<file path="src/rtl/execute_mc_pkg.sv">
// Shared opcode/funct encodings and mul/div FSM states for the execute stage.
package execute_mc_pkg;

    localparam int OPCODE_WIDTH = 6;
    localparam int FUNCT_WIDTH  = 6;

    localparam logic [OPCODE_WIDTH-1:0] OP_RTYPE = 6'h00;
    localparam logic [OPCODE_WIDTH-1:0] OP_BEQ   = 6'h04;
    localparam logic [OPCODE_WIDTH-1:0] OP_BNE   = 6'h05;
    localparam logic [OPCODE_WIDTH-1:0] OP_ADDI  = 6'h08;
    localparam logic [OPCODE_WIDTH-1:0] OP_SLTI  = 6'h0A;
    localparam logic [OPCODE_WIDTH-1:0] OP_ANDI  = 6'h0C;
    localparam logic [OPCODE_WIDTH-1:0] OP_ORI   = 6'h0D;
    localparam logic [OPCODE_WIDTH-1:0] OP_LUI   = 6'h0F;
    localparam logic [OPCODE_WIDTH-1:0] OP_LW    = 6'h23;
    localparam logic [OPCODE_WIDTH-1:0] OP_SW    = 6'h2B;

    localparam logic [FUNCT_WIDTH-1:0] F_SLL   = 6'h00;
    localparam logic [FUNCT_WIDTH-1:0] F_SRL   = 6'h02;
    localparam logic [FUNCT_WIDTH-1:0] F_SRA   = 6'h03;
    localparam logic [FUNCT_WIDTH-1:0] F_MFHI  = 6'h10;
    localparam logic [FUNCT_WIDTH-1:0] F_MFLO  = 6'h12;
    localparam logic [FUNCT_WIDTH-1:0] F_MULT  = 6'h18;
    localparam logic [FUNCT_WIDTH-1:0] F_MULTU = 6'h19;
    localparam logic [FUNCT_WIDTH-1:0] F_DIV   = 6'h1A;
    localparam logic [FUNCT_WIDTH-1:0] F_DIVU  = 6'h1B;
    localparam logic [FUNCT_WIDTH-1:0] F_ADD   = 6'h20;
    localparam logic [FUNCT_WIDTH-1:0] F_SUB   = 6'h22;
    localparam logic [FUNCT_WIDTH-1:0] F_AND   = 6'h24;
    localparam logic [FUNCT_WIDTH-1:0] F_OR    = 6'h25;
    localparam logic [FUNCT_WIDTH-1:0] F_XOR   = 6'h26;
    localparam logic [FUNCT_WIDTH-1:0] F_NOR   = 6'h27;
    localparam logic [FUNCT_WIDTH-1:0] F_SLT   = 6'h2A;
    localparam logic [FUNCT_WIDTH-1:0] F_SLTU  = 6'h2B;

    typedef enum logic [1:0] {
        MD_IDLE = 2'd0,
        MD_BUSY = 2'd1,
        MD_DONE = 2'd2
    } md_state_t;

endpackage

</file>
<file path="src/rtl/execute_mc_muldiv.sv">
// Iterative multiply/divide engine: works on magnitudes, one shift-add or
// restoring-subtract step per cycle, then fixes signs when results are read.
module muldiv_iter
    import execute_mc_pkg::*;
#(
    parameter int W = 32
) (
    input  logic         clk,
    input  logic         rst_n,
    input  logic         i_start,
    input  logic         i_abort,
    input  logic         i_hold,
    input  logic         i_div,
    input  logic         i_signed,
    input  logic [W-1:0] i_a,
    input  logic [W-1:0] i_b,
    output logic         o_done,
    output logic [W-1:0] o_hi,
    output logic [W-1:0] o_lo
);

    localparam int CW = $clog2(W) + 1;

    md_state_t     r_state;
    logic [CW-1:0] r_cnt;
    logic          r_div;
    logic          r_neg_lo;
    logic          r_neg_hi;
    logic          r_dz;
    logic [W-1:0]  r_hi;
    logic [W-1:0]  r_lo;
    logic [W-1:0]  r_b;

    logic [W-1:0]   w_a_mag;
    logic [W-1:0]   w_b_mag;
    logic [W:0]     w_sum;
    logic [W:0]     w_shift;
    logic [W:0]     w_diff;
    logic [2*W-1:0] w_prod;

    always_comb begin
        w_a_mag = (i_signed && i_a[W-1]) ? -i_a : i_a;
        w_b_mag = (i_signed && i_b[W-1]) ? -i_b : i_b;
        w_sum   = {1'b0, r_hi} + {1'b0, r_b};
        w_shift = {r_hi, r_lo[W-1]};
        // Partial remainder stays below the divisor, so bit W is the borrow.
        w_diff  = w_shift - {1'b0, r_b};
        w_prod  = r_neg_lo ? -{r_hi, r_lo} : {r_hi, r_lo};
        if (r_div) begin
            o_lo = r_dz ? '1 : (r_neg_lo ? -r_lo : r_lo);
            o_hi = r_neg_hi ? -r_hi : r_hi;
        end else begin
            o_hi = w_prod[2*W-1:W];
            o_lo = w_prod[W-1:0];
        end
    end

    assign o_done = (r_state == MD_DONE);

    always_ff @(posedge clk or negedge rst_n) begin
        if (!rst_n) begin
            r_state  <= MD_IDLE;
            r_cnt    <= '0;
            r_div    <= 1'b0;
            r_neg_lo <= 1'b0;
            r_neg_hi <= 1'b0;
            r_dz     <= 1'b0;
            r_hi     <= '0;
            r_lo     <= '0;
            r_b      <= '0;
        end else if (i_abort) begin
            r_state <= MD_IDLE;
        end else begin
            case (r_state)
                MD_IDLE: begin
                    if (i_start) begin
                        r_state  <= MD_BUSY;
                        r_cnt    <= CW'(W);
                        r_div    <= i_div;
                        r_neg_lo <= i_signed && (i_a[W-1] ^ i_b[W-1]);
                        r_neg_hi <= i_signed && i_a[W-1];
                        r_dz     <= i_div && (i_b == '0);
                        r_hi     <= '0;
                        r_lo     <= i_div ? w_a_mag : w_b_mag;
                        r_b      <= i_div ? w_b_mag : w_a_mag;
                    end
                end
                MD_BUSY: begin
                    if (r_div) begin
                        if (w_diff[W]) begin
                            r_hi <= w_shift[W-1:0];
                            r_lo <= {r_lo[W-2:0], 1'b0};
                        end else begin
                            r_hi <= w_diff[W-1:0];
                            r_lo <= {r_lo[W-2:0], 1'b1};
                        end
                    end else if (r_lo[0]) begin
                        {r_hi, r_lo} <= {w_sum, r_lo[W-1:1]};
                    end else begin
                        {r_hi, r_lo} <= {1'b0, r_hi, r_lo[W-1:1]};
                    end
                    r_cnt <= r_cnt - CW'(1);
                    if (r_cnt == CW'(1)) r_state <= MD_DONE;
                end
                MD_DONE: begin
                    if (!i_hold) r_state <= MD_IDLE;
                end
                default: r_state <= MD_IDLE;
            endcase
        end
    end

endmodule

</file>
<file path="src/rtl/execute_mc.sv">
// Registered multi-cycle execute stage: single-cycle ALU/branch/JAL plus an
// iterative mul/div unit with HI/LO, busy interlock and stall/flush handling.
module execute_mc
    import execute_mc_pkg::*;
#(
    parameter int DWIDTH     = 32,
    parameter int PC_WIDTH   = 32,
    parameter int IMM_WIDTH  = 16,
    parameter int JUMP_WIDTH = 26
) (
    input  logic                    es_clk,
    input  logic                    es_rst,
    input  logic                    es_i_ce,
    input  logic                    es_i_stall,
    input  logic                    es_i_flush,
    input  logic                    es_i_alu_src,
    input  logic                    es_i_jal,
    input  logic [JUMP_WIDTH-1:0]   es_i_jal_addr,
    input  logic [PC_WIDTH-1:0]     es_i_pc,
    input  logic [IMM_WIDTH-1:0]    es_i_imm,
    input  logic [OPCODE_WIDTH-1:0] es_i_alu_op,
    input  logic [FUNCT_WIDTH-1:0]  es_i_alu_funct,
    input  logic [DWIDTH-1:0]       es_i_data_rs,
    input  logic [DWIDTH-1:0]       es_i_data_rt,
    output logic [DWIDTH-1:0]       es_o_alu_value,
    output logic [PC_WIDTH-1:0]     es_o_alu_pc,
    output logic [OPCODE_WIDTH-1:0] es_o_opcode,
    output logic                    es_o_ce,
    output logic                    es_o_change_pc,
    output logic                    es_o_stall
);

    logic [1:0]              r_rst_sync;
    logic [DWIDTH-1:0]       r_hi;
    logic [DWIDTH-1:0]       r_lo;

    logic                    w_rst_n;
    logic [DWIDTH-1:0]       w_ext_imm;
    logic [DWIDTH-1:0]       w_opb;
    logic [PC_WIDTH-1:0]     w_pc4;
    logic [PC_WIDTH-1:0]     w_br;
    logic [4:0]              w_shamt;
    logic [DWIDTH-1:0]       w_value;
    logic [PC_WIDTH-1:0]     w_pc;
    logic                    w_change;
    logic                    w_redirect;
    logic                    w_is_md;
    logic                    w_md_div;
    logic                    w_md_signed;
    logic                    w_accept;
    logic                    w_md_done;
    logic [DWIDTH-1:0]       w_md_hi;
    logic [DWIDTH-1:0]       w_md_lo;

    // Reset asserts asynchronously but releases two clocks later, in sync.
    always_ff @(posedge es_clk or negedge es_rst) begin
        if (!es_rst) r_rst_sync <= '0;
        else         r_rst_sync <= {r_rst_sync[0], 1'b1};
    end
    assign w_rst_n = r_rst_sync[1];

    assign w_accept = es_i_ce && !es_o_stall && !es_i_stall && !es_i_flush;

    always_comb begin
        w_ext_imm = (es_i_alu_op == OP_ANDI || es_i_alu_op == OP_ORI)
                    ? DWIDTH'(es_i_imm) : DWIDTH'($signed(es_i_imm));
        w_opb       = es_i_alu_src ? w_ext_imm : es_i_data_rt;
        w_pc4       = es_i_pc + PC_WIDTH'(4);
        w_br        = w_pc4 + (PC_WIDTH'($signed(es_i_imm)) << 2);
        w_shamt     = es_i_imm[10:6];
        w_value     = '0;
        w_pc        = w_pc4;
        w_change    = 1'b0;
        w_redirect  = 1'b0;
        w_is_md     = 1'b0;
        w_md_div    = 1'b0;
        w_md_signed = 1'b0;
        if (es_i_jal) begin
            w_value    = DWIDTH'(w_pc4);
            w_pc       = {w_pc4[PC_WIDTH-1:JUMP_WIDTH+2], es_i_jal_addr, 2'b00};
            w_change   = 1'b1;
            w_redirect = 1'b1;
        end else begin
            case (es_i_alu_op)
                OP_RTYPE: begin
                    case (es_i_alu_funct)
                        F_ADD:   w_value = es_i_data_rs + w_opb;
                        F_SUB:   w_value = es_i_data_rs - w_opb;
                        F_AND:   w_value = es_i_data_rs & w_opb;
                        F_OR:    w_value = es_i_data_rs | w_opb;
                        F_XOR:   w_value = es_i_data_rs ^ w_opb;
                        F_NOR:   w_value = ~(es_i_data_rs | w_opb);
                        F_SLT:   w_value = DWIDTH'($signed(es_i_data_rs) < $signed(w_opb));
                        F_SLTU:  w_value = DWIDTH'(es_i_data_rs < w_opb);
                        F_SLL:   w_value = es_i_data_rt << w_shamt;
                        F_SRL:   w_value = es_i_data_rt >> w_shamt;
                        F_SRA:   w_value = DWIDTH'($signed(es_i_data_rt) >>> w_shamt);
                        F_MFHI:  w_value = r_hi;
                        F_MFLO:  w_value = r_lo;
                        F_MULT:  begin w_is_md = 1'b1; w_md_signed = 1'b1; end
                        F_MULTU: w_is_md = 1'b1;
                        F_DIV:   begin w_is_md = 1'b1; w_md_div = 1'b1; w_md_signed = 1'b1; end
                        F_DIVU:  begin w_is_md = 1'b1; w_md_div = 1'b1; end
                        default: w_value = '0;
                    endcase
                end
                OP_ADDI, OP_LW, OP_SW: w_value = es_i_data_rs + w_opb;
                OP_ANDI: w_value = es_i_data_rs & w_opb;
                OP_ORI:  w_value = es_i_data_rs | w_opb;
                OP_SLTI: w_value = DWIDTH'($signed(es_i_data_rs) < $signed(w_opb));
                OP_LUI:  w_value = DWIDTH'({es_i_imm, {IMM_WIDTH{1'b0}}});
                OP_BEQ: begin
                    w_change   = (es_i_data_rs == es_i_data_rt);
                    w_pc       = w_br;
                    w_redirect = 1'b1;
                end
                OP_BNE: begin
                    w_change   = (es_i_data_rs != es_i_data_rt);
                    w_pc       = w_br;
                    w_redirect = 1'b1;
                end
                default: w_value = '0;
            endcase
        end
    end

    muldiv_iter #(.W(DWIDTH)) u_muldiv (
        .clk      (es_clk),
        .rst_n    (w_rst_n),
        .i_start  (w_accept && w_is_md),
        .i_abort  (es_i_flush),
        .i_hold   (es_i_stall),
        .i_div    (w_md_div),
        .i_signed (w_md_signed),
        .i_a      (es_i_data_rs),
        .i_b      (es_i_data_rt),
        .o_done   (w_md_done),
        .o_hi     (w_md_hi),
        .o_lo     (w_md_lo)
    );

    always_ff @(posedge es_clk or negedge w_rst_n) begin
        if (!w_rst_n) begin
            es_o_alu_value <= '0;
            es_o_alu_pc    <= '0;
            es_o_opcode    <= '0;
            es_o_ce        <= 1'b0;
            es_o_change_pc <= 1'b0;
            es_o_stall     <= 1'b0;
            r_hi           <= '0;
            r_lo           <= '0;
        end else if (es_i_flush) begin
            es_o_ce        <= 1'b0;
            es_o_change_pc <= 1'b0;
            es_o_stall     <= 1'b0;
        end else if (!es_i_stall) begin
            es_o_ce        <= 1'b0;
            es_o_change_pc <= 1'b0;
            if (w_md_done) begin
                r_hi           <= w_md_hi;
                r_lo           <= w_md_lo;
                es_o_alu_value <= w_md_lo;
                es_o_opcode    <= OP_RTYPE;
                es_o_ce        <= 1'b1;
                es_o_stall     <= 1'b0;
            end else if (w_accept) begin
                if (w_is_md) begin
                    es_o_stall <= 1'b1;
                end else begin
                    es_o_alu_value <= w_value;
                    es_o_opcode    <= es_i_alu_op;
                    es_o_change_pc <= w_change;
                    es_o_ce        <= 1'b1;
                    if (w_redirect) es_o_alu_pc <= w_pc;
                end
            end
        end
    end

endmodule

</file>
<file path="config.mk">
export PLATFORM = sky130hd
export DESIGN_NAME = execute_mc
export DESIGN_NICKNAME = d
export VERILOG_FILES = /design/src/rtl/execute_mc_pkg.sv /design/src/rtl/execute_mc_muldiv.sv /design/src/rtl/execute_mc.sv
export SDC_FILE = /design/constraint.sdc
export NUM_CORES = 2
export LEC_CHECK = 0
export CAP_MARGIN = 0
export CORE_MARGIN = 5
export CORE_UTILIZATION = 48
export DETAILED_ROUTE_END_ITERATION = 12
export HOLD_SLACK_MARGIN = 0.06
export PLACE_DENSITY = 0.73
export SYNTH_ARGS = -nofsm -noshare
export SYNTH_HDL_FRONTEND = slang
export SYNTH_SLANG_ARGS = --single-unit
export TNS_END_PERCENT = 5
</file>
<file path="constraint.sdc">
create_clock -name es_clk -period 22.1 [get_ports es_clk]
set_input_delay 6.63 -clock es_clk [delete_from_list [all_inputs] [get_ports es_clk]]
set_output_delay 6.63 -clock es_clk [all_outputs]
set_load 0.01 [all_outputs]
</file>
==> impl_summary.md <==
CTS
The post-cts hold buffer count is 0. TritonCTS built the clock tree. Counting along the longest clock path gives a buffer depth of 3. The number of clock sinks is 247.

The number of clock buffers inserted by TritonCTS is 34. The clock transition at the registers of the reported paths is 0.06 ns. The post-cts gate resize count is 0. The H-tree depth is 2.

The clock insertion delay at the later pin of the skew report is 0.57 ns. The post-CTS setup buffer count is 0. The root buffer selected by CTS is clkbuf_16.

STA
The minimum period implied by the final worst setup slack is 11.52 ns. Measured against its own limit, the worst slew margin works out to around 6.5%. Setup repair after global routing left no endpoint under its margin. Setup slack on the critical path of the routed design comes to 10.58 ns.

Clock skew on the completed layout was measured at 0.0257 ns. The highest clock rate is 0.0868 GHz. The max-slew violation count was 0.

The actual slew at the worst max-slew pin is about 1.4 ns. The number of failing setup endpoints in the final timing report is 0. The setup total negative slack is 0 ns. The hold violation count in the final report is 0. After layout, the worst path uses 52.1% of the clock period.

Synthesis
The number of register bits inferred by synthesis is 247. During synthesis, Yosys emitted a total of 0 warnings. The cell area after synthesis is 0.0307 sq mm.

Of all flip-flops after synthesis, the portion carrying an async set or reset was 100%. The cell count after synthesis came out at roughly 4000. After synthesis, the netlist uses about 100 different library cells. Yosys attributes the largest share of cell area to dfrtp_1 20%, ha_1 8.0%, xnor2_1 6.2%, a21oi_1 5.7%, o21ai_0 5.5%. The synthesized netlist net count is 4441. Each instance of the synthesized netlist takes up on average roughly 7.5 sq um. Of all cell types, the one taking the most synthesized area is dfrtp_1. For this run, the register share of the synthesized area comes to approximately a fifth. In the synthesized netlist the dominant register cell turns out to be dfrtp_1. In this run the biggest area consumer among cell types represents 20.1% of the synthesized area. The number of synthesized flops with an enable pin is 0.

Finish
The post-layout utilization of the core is 55.0%. In the layout the commonest cells are 417 x nand2_1, 393 x nor2_1, 347 x a21oi_1. The post-route netlist has under 10% of its cells at a drive strength greater than 1.

The final layout contains 4495 nets. The number of fill cells is about 6100. The area growth from synthesis to layout is 13.2%. The most common cell after layout, fill and taps aside is nand2_1.

Global route
The initial antenna violation count was 12. For this run, the total global-route usage over all layers was measured as roughly 43%. For this run the aggregate overflow at the end of global routing stands at 0. The wire length of the first global-routing pass is between 200000 and 250000 um. The via count of the first global-routing pass is 31800.

Entering global routing, the biggest net connects 153 pins.

Placed design
The count of port buffers added during placement is 229. The wire-length estimate of the detail-placed layout is 120000 um. Prior to clock tree synthesis, the placed netlist has a worst setup slack of roughly 10 ns.

Routability-driven placement finished with a final weighted congestion of 1.15.

Worst setup path
For the worst setup path, the data required time is around 23 ns. The critical path is of the primary input to flop type. In this run the worst path has a maximum fanout of 29. Data arrives at the worst endpoint at roughly 12 ns.

STA classifies the critical path startpoint as a primary input. The type of destination of the critical path is a flop.

Pwr
In this run the power density over the cells is 47.0 mW/mm^2. The overall power is approximately 1.6 mW. The leakage power is between 10 and 15 nW. IR analysis of the VDD net gives a maximum drop of 0.0000535 V.

Flow run
The reported max-cap violation count is 0.

Status
The run finished with clean final reports.

Detailed routing
In the routed design, unresolved DRC markers number 0. The length of the first detailed-routing pass in iterations is 7. The detail route stage leaves a number of antenna-violating nets equal to 0. The routed design has 156000 um of wire. The final route contains roughly 35000 vias. After detailed routing, the average wire length per cell comes to 31.1 um.

The number of DRC markers after the initial detailed-route iteration is 5367. The ratio of routed vias to standard cells is 6.96.

Die
The number of I/O pins is 230. The die is around 260 um wide. The floorplan has 92 rows. The core region is 0.0632 sq mm. The initial utilization of the core area, before any placement, comes to 48.6%. The die covers 0.0691 sq mm. The y dimension of the die is roughly 260 um.

Min path
The min-delay analysis places its worst path in the category flop to asynchronous set/reset pin.
[worst max-delay path: stages]
cell             delay, ns
clkdlybuf4s50_1       0.47
buf_4                 0.42
inv_1                 0.35
a21boi_0              0.61
inv_1                 0.17
ha_1                  0.39
o21ba_2               0.16
nor4_1                0.06
o311ai_0              0.65
a21oi_1               0.29
o31ai_1               0.46
o41a_1                0.29
o221ai_1              0.24
a32oi_1               0.32
mux2i_1               0.22
nor4_1                0.06
a211oi_1              0.17
[cells by family after synthesis]
kind of cell,share of synthesized area [%]
AND/OR/NAND/NOR,18.5
other,0.0122
XOR/XNOR,8.53
buffers and inverters,6.37
flip-flops,20.1
AO/OA/AOI/OAI,29.8
multiplexers,8.37
adder cells (fa/ha/maj),8.34
[routing by layer]
metal	vias up	track usage [%]	part of all wire, %
li1	15100	-	-
met1	16700	56.3	38
met2	2535	62.1	41
met3	570	10.9	12
met4	10	27.9	8.7
met5	-	0	0.069
[through the flow]
step / cell area (sq um) / instances / hold slack [ns]
3_3_place_gp: 33600 / 4947 / 0.284
5_1_grt: 34700 / 5010 / 0.319
4_1_cts: 34700 / 5007 / 0.291
3_5_place_dp: 33600 / 4947 / 0.285
2_1_floorplan: 30700 / 4083 / 0.331
6_report: 34700 / 5011 / 0.277
[cell type report]
cell class	count	area, sq um	share of cell area [%]
inverters	199	747	2.15
repair buffers	320	2960	8.51
clock buffers	46	977	2.81
diodes	4	10.0	0.0288
flip-flops and latches	247	6190	17.8
multi-input cells	3335	22600	65.2
well taps	846	1060	3.05
clock inverters	14	170	0.490
[Yosys cell counts, drive strengths merged (35+ instances only)]
master,number
a221oi,43
nor2,403
nand2,420
a211oi,63
a31oi,59
or3,40
nor3,65
buf,56
a22oi,50
o22ai,65
mux2i,98
nand3,80
o21ai,374
dfrtp,247
nor4,35
a21oi,349
ha,196
xor2,80
a21o,75
clkbuf,246
xnor2,219
o211ai,52
inv,196
mux4,62
o31ai,45
nand2b,38
[flip-flops by register name (all words and copies together), names as in the netlist, 2 cells and up]
signal,count
es_o_alu_pc,32
es_o_alu_value,32
es_o_opcode,6
r_hi,32
r_lo,32
r_rst_sync,2
u_muldiv.r_b,32
u_muldiv.r_cnt,6
u_muldiv.r_hi,32
u_muldiv.r_lo,32
u_muldiv.r_state,2
[final timing paths]
kind | slack [ns] | startpoint | depth (start not counted) | endpoint
max in group asynchronous | 15.73 | es_rst | 1 | r_rst_sync[1]
worst min-delay path | 0.28 | r_rst_sync[1] | 0 | es_o_alu_pc[30]
worst max register to register | 17.25 | u_muldiv.r_lo[31] | 16 | u_muldiv.r_hi[21]
min in group es_clk | 0.35 | r_rst_sync[0] | 0 | r_rst_sync[1]
worst min register to register | 0.28 | r_rst_sync[1] | 0 | es_o_alu_pc[30]
worst max-delay path | 10.58 | es_i_alu_src | 17 | es_o_alu_value[31]
[power breakdown]
| group | leakage, nW | internal (mW) | total, mW | switching (mW) |
|---|---|---|---|---|
| sequential | 3.25 | 0.473 | 0.495 | 0.0217 |
| clock | 0.569 | 0.347 | 0.584 | 0.237 |
| combinational | 10.9 | 0.213 | 0.552 | 0.339 |
| total | 14.8 | 1.03 | 1.63 | 0.598 |
Power figures use the tool's default switching activity.
